==> src/rtl/apb_spi_master_pkg.sv <==
// Shared constants for the APB SPI master: register word offsets, STATUS bits, FSM states.
package apb_spi_master_pkg;

   localparam int unsigned CNT_W     = 6;
   localparam int unsigned FRAME_MAX = 32;

   // Register word index, taken from paddr[4:2]
   localparam logic [2:0] REG_DATA   = 3'd0;
   localparam logic [2:0] REG_CNT    = 3'd1;
   localparam logic [2:0] REG_STATUS = 3'd2;
   localparam logic [2:0] REG_DIV    = 3'd3;
   localparam logic [2:0] REG_CS     = 3'd4;

   localparam int unsigned STATUS_BUSY = 0;
   localparam int unsigned STATUS_DONE = 1;

   typedef enum logic [1:0] {
      ST_IDLE = 2'd0,
      ST_LO   = 2'd1,
      ST_HI   = 2'd2
   } spi_state_t;

endpackage

==> src/rtl/apb_spi_master_spi_shift_core.sv <==
// Mode-0 MSB-first shift engine: half-period divider, TX bit select, RX shift, SCK/MOSI pads.
module spi_shift_core
   import apb_spi_master_pkg::*;
#(
   parameter int unsigned DIV_W = 8
) (
   input  logic             clk,
   input  logic             reset,
   input  logic             start,
   input  logic [CNT_W-1:0] frame_len,
   input  logic [31:0]      tx,
   input  logic [DIV_W-1:0] div,
   input  logic             clr_done,
   input  logic             miso,
   output logic             busy,
   output logic             done,
   output logic [CNT_W-1:0] remaining,
   output logic [31:0]      rx,
   output logic             sck,
   output logic             mosi
);

   spi_state_t       state;
   spi_state_t       state_nxt;
   logic [DIV_W-1:0] tc;
   logic [31:0]      rxsh;
   logic             miso_meta;
   logic             miso_sync;
   logic             tc_zero;
   logic             last_bit;
   logic [CNT_W-1:0] rem_dec;
   logic             load_frame;
   logic             lo_end;
   logic             hi_end;

   assign tc_zero  = (tc == '0);
   assign rem_dec  = remaining - CNT_W'(1);
   assign last_bit = (rem_dec == '0);
   assign busy     = (state != ST_IDLE);

   // State register
   always_ff @(posedge clk) begin
      if (reset) state <= ST_IDLE;
      else       state <= state_nxt;
   end

   // Next-state: IDLE -> LO on start, LO <-> HI on divider expiry, HI -> IDLE after last bit
   always_comb begin
      state_nxt = state;
      case (state)
         ST_IDLE: if (start)   state_nxt = ST_LO;
         ST_LO:   if (tc_zero) state_nxt = ST_HI;
         ST_HI:   if (tc_zero) state_nxt = last_bit ? ST_IDLE : ST_LO;
         default:              state_nxt = ST_IDLE;
      endcase
   end

   // Per-state datapath strobes
   always_comb begin
      load_frame = 1'b0;
      lo_end     = 1'b0;
      hi_end     = 1'b0;
      case (state)
         ST_IDLE: load_frame = start;
         ST_LO:   lo_end     = tc_zero;
         ST_HI:   hi_end     = tc_zero;
         default: ;
      endcase
   end

   // Two-flop MISO synchroniser
   always_ff @(posedge clk) begin
      if (reset) begin
         miso_meta <= 1'b0;
         miso_sync <= 1'b0;
      end else begin
         miso_meta <= miso;
         miso_sync <= miso_meta;
      end
   end

   // Divider, shift registers, pads and done flag (set has priority over clear)
   always_ff @(posedge clk) begin
      if (reset) begin
         tc        <= '0;
         rxsh      <= '0;
         rx        <= '0;
         remaining <= '0;
         done      <= 1'b0;
         sck       <= 1'b0;
         mosi      <= 1'b1;
      end else begin
         if (clr_done) done <= 1'b0;
         if (load_frame) begin
            remaining <= frame_len;
            rxsh      <= '0;
            mosi      <= tx[5'(frame_len - CNT_W'(1))];
            sck       <= 1'b0;
            tc        <= div;
         end else if (lo_end) begin
            rxsh <= {rxsh[30:0], miso_sync};
            sck  <= 1'b1;
            tc   <= div;
         end else if (hi_end) begin
            sck       <= 1'b0;
            remaining <= rem_dec;
            if (last_bit) begin
               rx   <= rxsh;
               done <= 1'b1;
               mosi <= 1'b1;
            end else begin
               mosi <= tx[5'(rem_dec - CNT_W'(1))];
               tc   <= div;
            end
         end else if (state != ST_IDLE) begin
            tc <= tc - DIV_W'(1);
         end
      end
   end

endmodule

==> src/rtl/apb_spi_master.sv <==
// APB3 front end for the SPI shift engine: register decode, register file, write stall while busy.
module apb_spi_master
   import apb_spi_master_pkg::*;
#(
   parameter int unsigned DIV_W     = 8,
   parameter int unsigned DIV_RESET = 63,
   parameter int unsigned DIV_MIN   = 2
) (
   input  logic        clk,
   input  logic        reset,
   input  logic [7:0]  apb_paddr,
   input  logic        apb_psel,
   input  logic        apb_penable,
   input  logic        apb_pwrite,
   input  logic [31:0] apb_pwdata,
   output logic [31:0] apb_prdata,
   output logic        apb_pready,
   output logic        apb_pslverr,
   output logic        spi_sck,
   output logic        spi_mosi,
   input  logic        spi_miso,
   output logic        spi_cs_n,
   output logic        irq
);

   logic [2:0]       idx;
   logic             access;
   logic             stall;
   logic             wr_en;
   logic [31:0]      tx;
   logic [DIV_W-1:0] div;
   logic             cs;
   logic             busy;
   logic             done;
   logic [CNT_W-1:0] remaining;
   logic [31:0]      rx;
   logic [CNT_W-1:0] cnt_wr;
   logic [CNT_W-1:0] frame_len;
   logic             start;
   logic             clr_done;
   logic             unused_addr;

   assign idx         = apb_paddr[4:2];
   assign unused_addr = ^{apb_paddr[7:5], apb_paddr[1:0]};
   assign access      = apb_psel & apb_penable;
   assign stall       = access & apb_pwrite & busy &
                        ((idx == REG_DATA) | (idx == REG_CNT) | (idx == REG_DIV));
   assign apb_pready  = ~stall;
   assign apb_pslverr = 1'b0;
   assign wr_en       = access & apb_pwrite & ~stall;

   assign cnt_wr    = apb_pwdata[CNT_W-1:0];
   assign frame_len = (cnt_wr > CNT_W'(FRAME_MAX)) ? CNT_W'(FRAME_MAX) : cnt_wr;
   assign start     = wr_en & (idx == REG_CNT) & (cnt_wr != '0);
   assign clr_done  = wr_en & (idx == REG_STATUS) & apb_pwdata[STATUS_DONE];

   assign spi_cs_n = cs;
   assign irq      = done;

   // Register file: TX data, clamped divider, chip select
   always_ff @(posedge clk) begin
      if (reset) begin
         tx  <= '0;
         div <= DIV_W'(DIV_RESET);
         cs  <= 1'b1;
      end else if (wr_en) begin
         case (idx)
            REG_DATA: tx  <= apb_pwdata;
            REG_DIV:  div <= (apb_pwdata[DIV_W-1:0] < DIV_W'(DIV_MIN)) ?
                             DIV_W'(DIV_MIN) : apb_pwdata[DIV_W-1:0];
            REG_CS:   cs  <= apb_pwdata[0];
            default:  ;
         endcase
      end
   end

   // Combinational read mux
   always_comb begin
      apb_prdata = '0;
      if (apb_psel && !apb_pwrite) begin
         case (idx)
            REG_DATA:   apb_prdata = rx;
            REG_CNT:    apb_prdata = 32'(remaining);
            REG_STATUS: begin
               apb_prdata[STATUS_DONE] = done;
               apb_prdata[STATUS_BUSY] = busy;
            end
            REG_DIV:    apb_prdata = 32'(div);
            REG_CS:     apb_prdata = {31'b0, cs};
            default:    apb_prdata = '1;
         endcase
      end
   end

   spi_shift_core #(
      .DIV_W(DIV_W)
   ) u_core (
      .clk       (clk),
      .reset     (reset),
      .start     (start),
      .frame_len (frame_len),
      .tx        (tx),
      .div       (div),
      .clr_done  (clr_done),
      .miso      (spi_miso),
      .busy      (busy),
      .done      (done),
      .remaining (remaining),
      .rx        (rx),
      .sck       (spi_sck),
      .mosi      (spi_mosi)
   );

endmodule

==> config.mk <==
export PLATFORM = sky130hd
export DESIGN_NAME = apb_spi_master
export DESIGN_NICKNAME = d
export VERILOG_FILES = /design/src/rtl/apb_spi_master_pkg.sv /design/src/rtl/apb_spi_master_spi_shift_core.sv /design/src/rtl/apb_spi_master.sv
export SDC_FILE = /design/constraint.sdc
export NUM_CORES = 1
export LEC_CHECK = 0
export CAP_MARGIN = 20
export CELL_PAD_IN_SITES_DETAIL_PLACEMENT = 0
export CELL_PAD_IN_SITES_GLOBAL_PLACEMENT = 2
export CORE_ASPECT_RATIO = 2
export CORE_MARGIN = 2
export CORE_UTILIZATION = 40
export DETAILED_ROUTE_END_ITERATION = 16
export DONT_BUFFER_PORTS = 1
export PLACE_DENSITY_LB_ADDON = 0.1
export SLEW_MARGIN = 20
export SYNTH_ARGS = -nofsm -noshare
export SYNTH_HDL_FRONTEND = slang
export SYNTH_SLANG_ARGS = --single-unit
==> constraint.sdc <==
create_clock -name clk -period 6.2 [get_ports clk]
set_clock_uncertainty 0.2 [all_clocks]
set_input_delay 0.62 -clock clk [delete_from_list [all_inputs] [get_ports clk]]
set_output_delay 0.62 -clock clk [all_outputs]
set_load 0.01 [all_outputs]
==> results by group <==
Flow run
  • Max Cap Viol: 0

Floorplanning
  • Die width: 93.8 um
  • Rows: 65
  • Top Ports: 84
  • Core Region: about 0.016 mm2
  • Die Area: 0.0172 mm2
  • Initial core utilization: 40.9%
  • Die Y-Extent: 184 um

Layout
  • ANT cells: 0
  • Most common cell after layout, fill and taps aside: nand2_1
  • Most frequent cells in the layout: 172 x nand2_1, 126 x dfxtp_1, 122 x a21oi_1
  • Post-layout instance area: slightly above 0.007 mm2
  • Final-stage net count: 811
  • Layout area overhead: 10.8%
  • Ratio of cells with drive above 1 in the final layout: under 10%

Clock tree
  • Number of buffers created by CTS: 17
  • CTS tree: built
  • Resized cells post-CTS: 0
  • Hold-fix buffers, CTS: 0
  • CTS Sinks: 126
  • Clock Root Buffer: clkbuf_16
  • Post-CTS setup buffers: 0
  • CTS H-Tree Depth: 4
  • Worst skew pair latency: 0.42 ns
  • CTS clk-pin slew, worst paths: 0.06 ns
  • CTS Buffer Depth: 2

STA
  • Fin. max-slew vios: 0
  • Minimum clock period: roughly 3.6 ns
  • RSZ-0062 raised after global routing: no
  • Fmax: 0.281 GHz
  • Slew @ Worst Pin: around 1.1 ns
  • Post-Route Setup TNS: 0 ns
  • Final Cycle Share: roughly 57%
  • Slew margin rel.: about 28%
  • Worst hold slack: 0.0804 ns
  • Final Hold Fails: 0
  • Final-report setup violation count: 0

Logic synthesis
  • Async set-reset flop share out of synthesis: 0%
  • Warnings, synthesis: 0
  • Largest area contributor in the netlist: dfxtp_1
  • Cell variety after synth: 69
  • Area contributors post-synth: dfxtp_1 39%, nand2_1 10%, a21oi_1 9.5%
  • Dominant synthesized flop cell: dfxtp_1
  • Synthesized area per cell: ~8.1 um2
  • #FFs+latches synth: approximately 130
  • Seq/Total Area, Yosys: 39.1%
  • Synth Cell Area: 0.00646 mm2
  • Synth Instances: 800
  • Syn Nets: 850
  • Synth top area share: about two fifths
  • Post-synth EDFFs: 0

Setup path
  • CP max FO: 16
  • CP Launch Type: flop
  • Critical path type: reg -> reg
  • CP max-delay cell: dfxtp_1
  • Worst path cell trace: inv_1, ha_1, xor2_1, xnor2_1, mux2_2, a21oi_1, o211a_1, o32ai_1
  • Data required, critical path: 6.30 ns
  • Slowest cell delay on critical path: between 0.9 and 1 ns
  • Crit path arrival time: roughly 3.7 ns
  • Depth of the most critical reg-to-reg path: 8
  • CP endpoint kind: flop

Placed design
  • Placed cell area: 0.00651 mm2
  • Placer Congestion: 0.890
  • DP HPWL: 13000 um
  • Port bufs: 0

GRT
  • Largest net degree at the start of global routing: 98
  • First-pass GRT wire length: 28500 um
  • Gr ovfl total: 0
  • Antenna violations before repair: 0
  • GRT Util Overall: a little over a fifth
  • Vias in the first global route: 5343

Power
  • Total power: ~2.1 mW
  • Pwr Density: 292 mW/mm2
  • Peak supply drop: 0.000197 V
  • Leakage power: 2.39 nW

Worst hold path
  • Hold Path Cell Cnt: 1
  • Min-delay worst type: in -> reg

Detailed routing
  • Initial DRC Count: roughly 250
  • DRC viols: 0
  • Total Routed Length: approximately 18000 um
  • Post-route ant nets: 0
  • Vias: 5511
  • Wirelength per Cell: 18.7 um
  • Number of vias per cell: 5.65
  • Detailed Routing Iterations Pass 1: 4

Status
  • Status: completed
## layout make-up
class,instances,area [um2]
clock buffers,20,457
clock inverters,12,183
fillers,1609,8630
inverters,11,41.3
multi-input cells,596,3630
flip-flops and latches,126,2520
well taps,201,251
repair buffers,9,67.6
## worst max-delay path: cells and delay by family, from the launching register on
family / cells / cell delay (ns)
compound gates: 3 / 0.38
flops: 1 / 0.93
mux: 1 / 0.43
fa+ha+maj: 1 / 0.41
buf+inv: 1 / 0.18
xor+xnor: 2 / 0.90
## Yosys cell counts (all sizes together) (3+ instances only)
library cell / number
a221oi: 4
nor3b: 4
nand3: 14
or2: 5
a31oi: 5
nand2b: 13
clkbuf: 55
nor2b: 12
a211o: 7
buf: 12
inv: 11
xor2: 4
ha: 4
o21ai: 11
a32oi: 3
nand3b: 3
o32ai: 3
a211oi: 5
or3: 6
nor3: 7
mux2i: 45
and2: 3
nor2: 62
mux4: 15
a21oi: 123
o22ai: 3
o31ai: 4
dfxtp: 126
mux2: 3
nand2: 172
xnor2: 8
or4: 3
a21o: 10
a22oi: 3
## worst paths after layout
kind	slack, ns	endpoint	start
setup / recovery	2.64	u_core.mosi	u_core.remaining[0]
hold / removal	0.08	u_core.tc[7]	reset
setup reg to reg	2.64	u_core.mosi	u_core.remaining[0]
hold reg to reg	0.25	u_core.rxsh[0]	u_core.miso_sync
## layer usage
metal | share of wire, % | up-vias | global-route usage (%)
li1 | - | 2714 | -
met1 | 36 | 2641 | 20.6
met2 | 57 | 120 | 41.6
met3 | 4.1 | 36 | 4.84
met4 | 3.2 | 0 | 10.8
met5 | 0 | - | 0
## registers in the layout, summed over array words and instances (netlist names)
register and flops:
u_core.state 2, u_core.done 1, u_core.mosi 1, div 8, u_core.sck 1, u_core.rxsh 32, u_core.miso_sync 1, u_core.tc 8
u_core.rx 32, spi_cs_n 1, u_core.miso_meta 1, tx 32, u_core.remaining 6
## report_power, final
part           internal (mW)  leakage, nW  switching [mW]
registers              0.821         1.02          0.0175
clock network          0.697        0.304           0.382
logic                 0.0674         1.07           0.100
total                   1.59         2.39           0.499
## per-stage QoR
stage	worst slack, ns	instances	util, %
after CTS	2.52	975	45.3
after global placement	2.27	943	41.2
final	2.64	975	45.3
after floorplan	2.94	800	-
after detailed placement	2.09	943	41.3
after global routing	2.35	975	45.3
## logic make-up (layout without fill, tap and decap cells)
logic type      count (synthesis)  count (layout)  synth area share, %
compound gates                196             196                 18.2
buf+inv                        78              52                 5.12
flops                         126             126                 39.1
mux                            63              63                 12.7
simple gates                  320             320                 22.3
fa+ha+maj                       4               4                0.775
xor+xnor                       12              12                 1.74
other cells                     1               1               0.0581
Note: power is estimated with default switching activity, not from simulation.
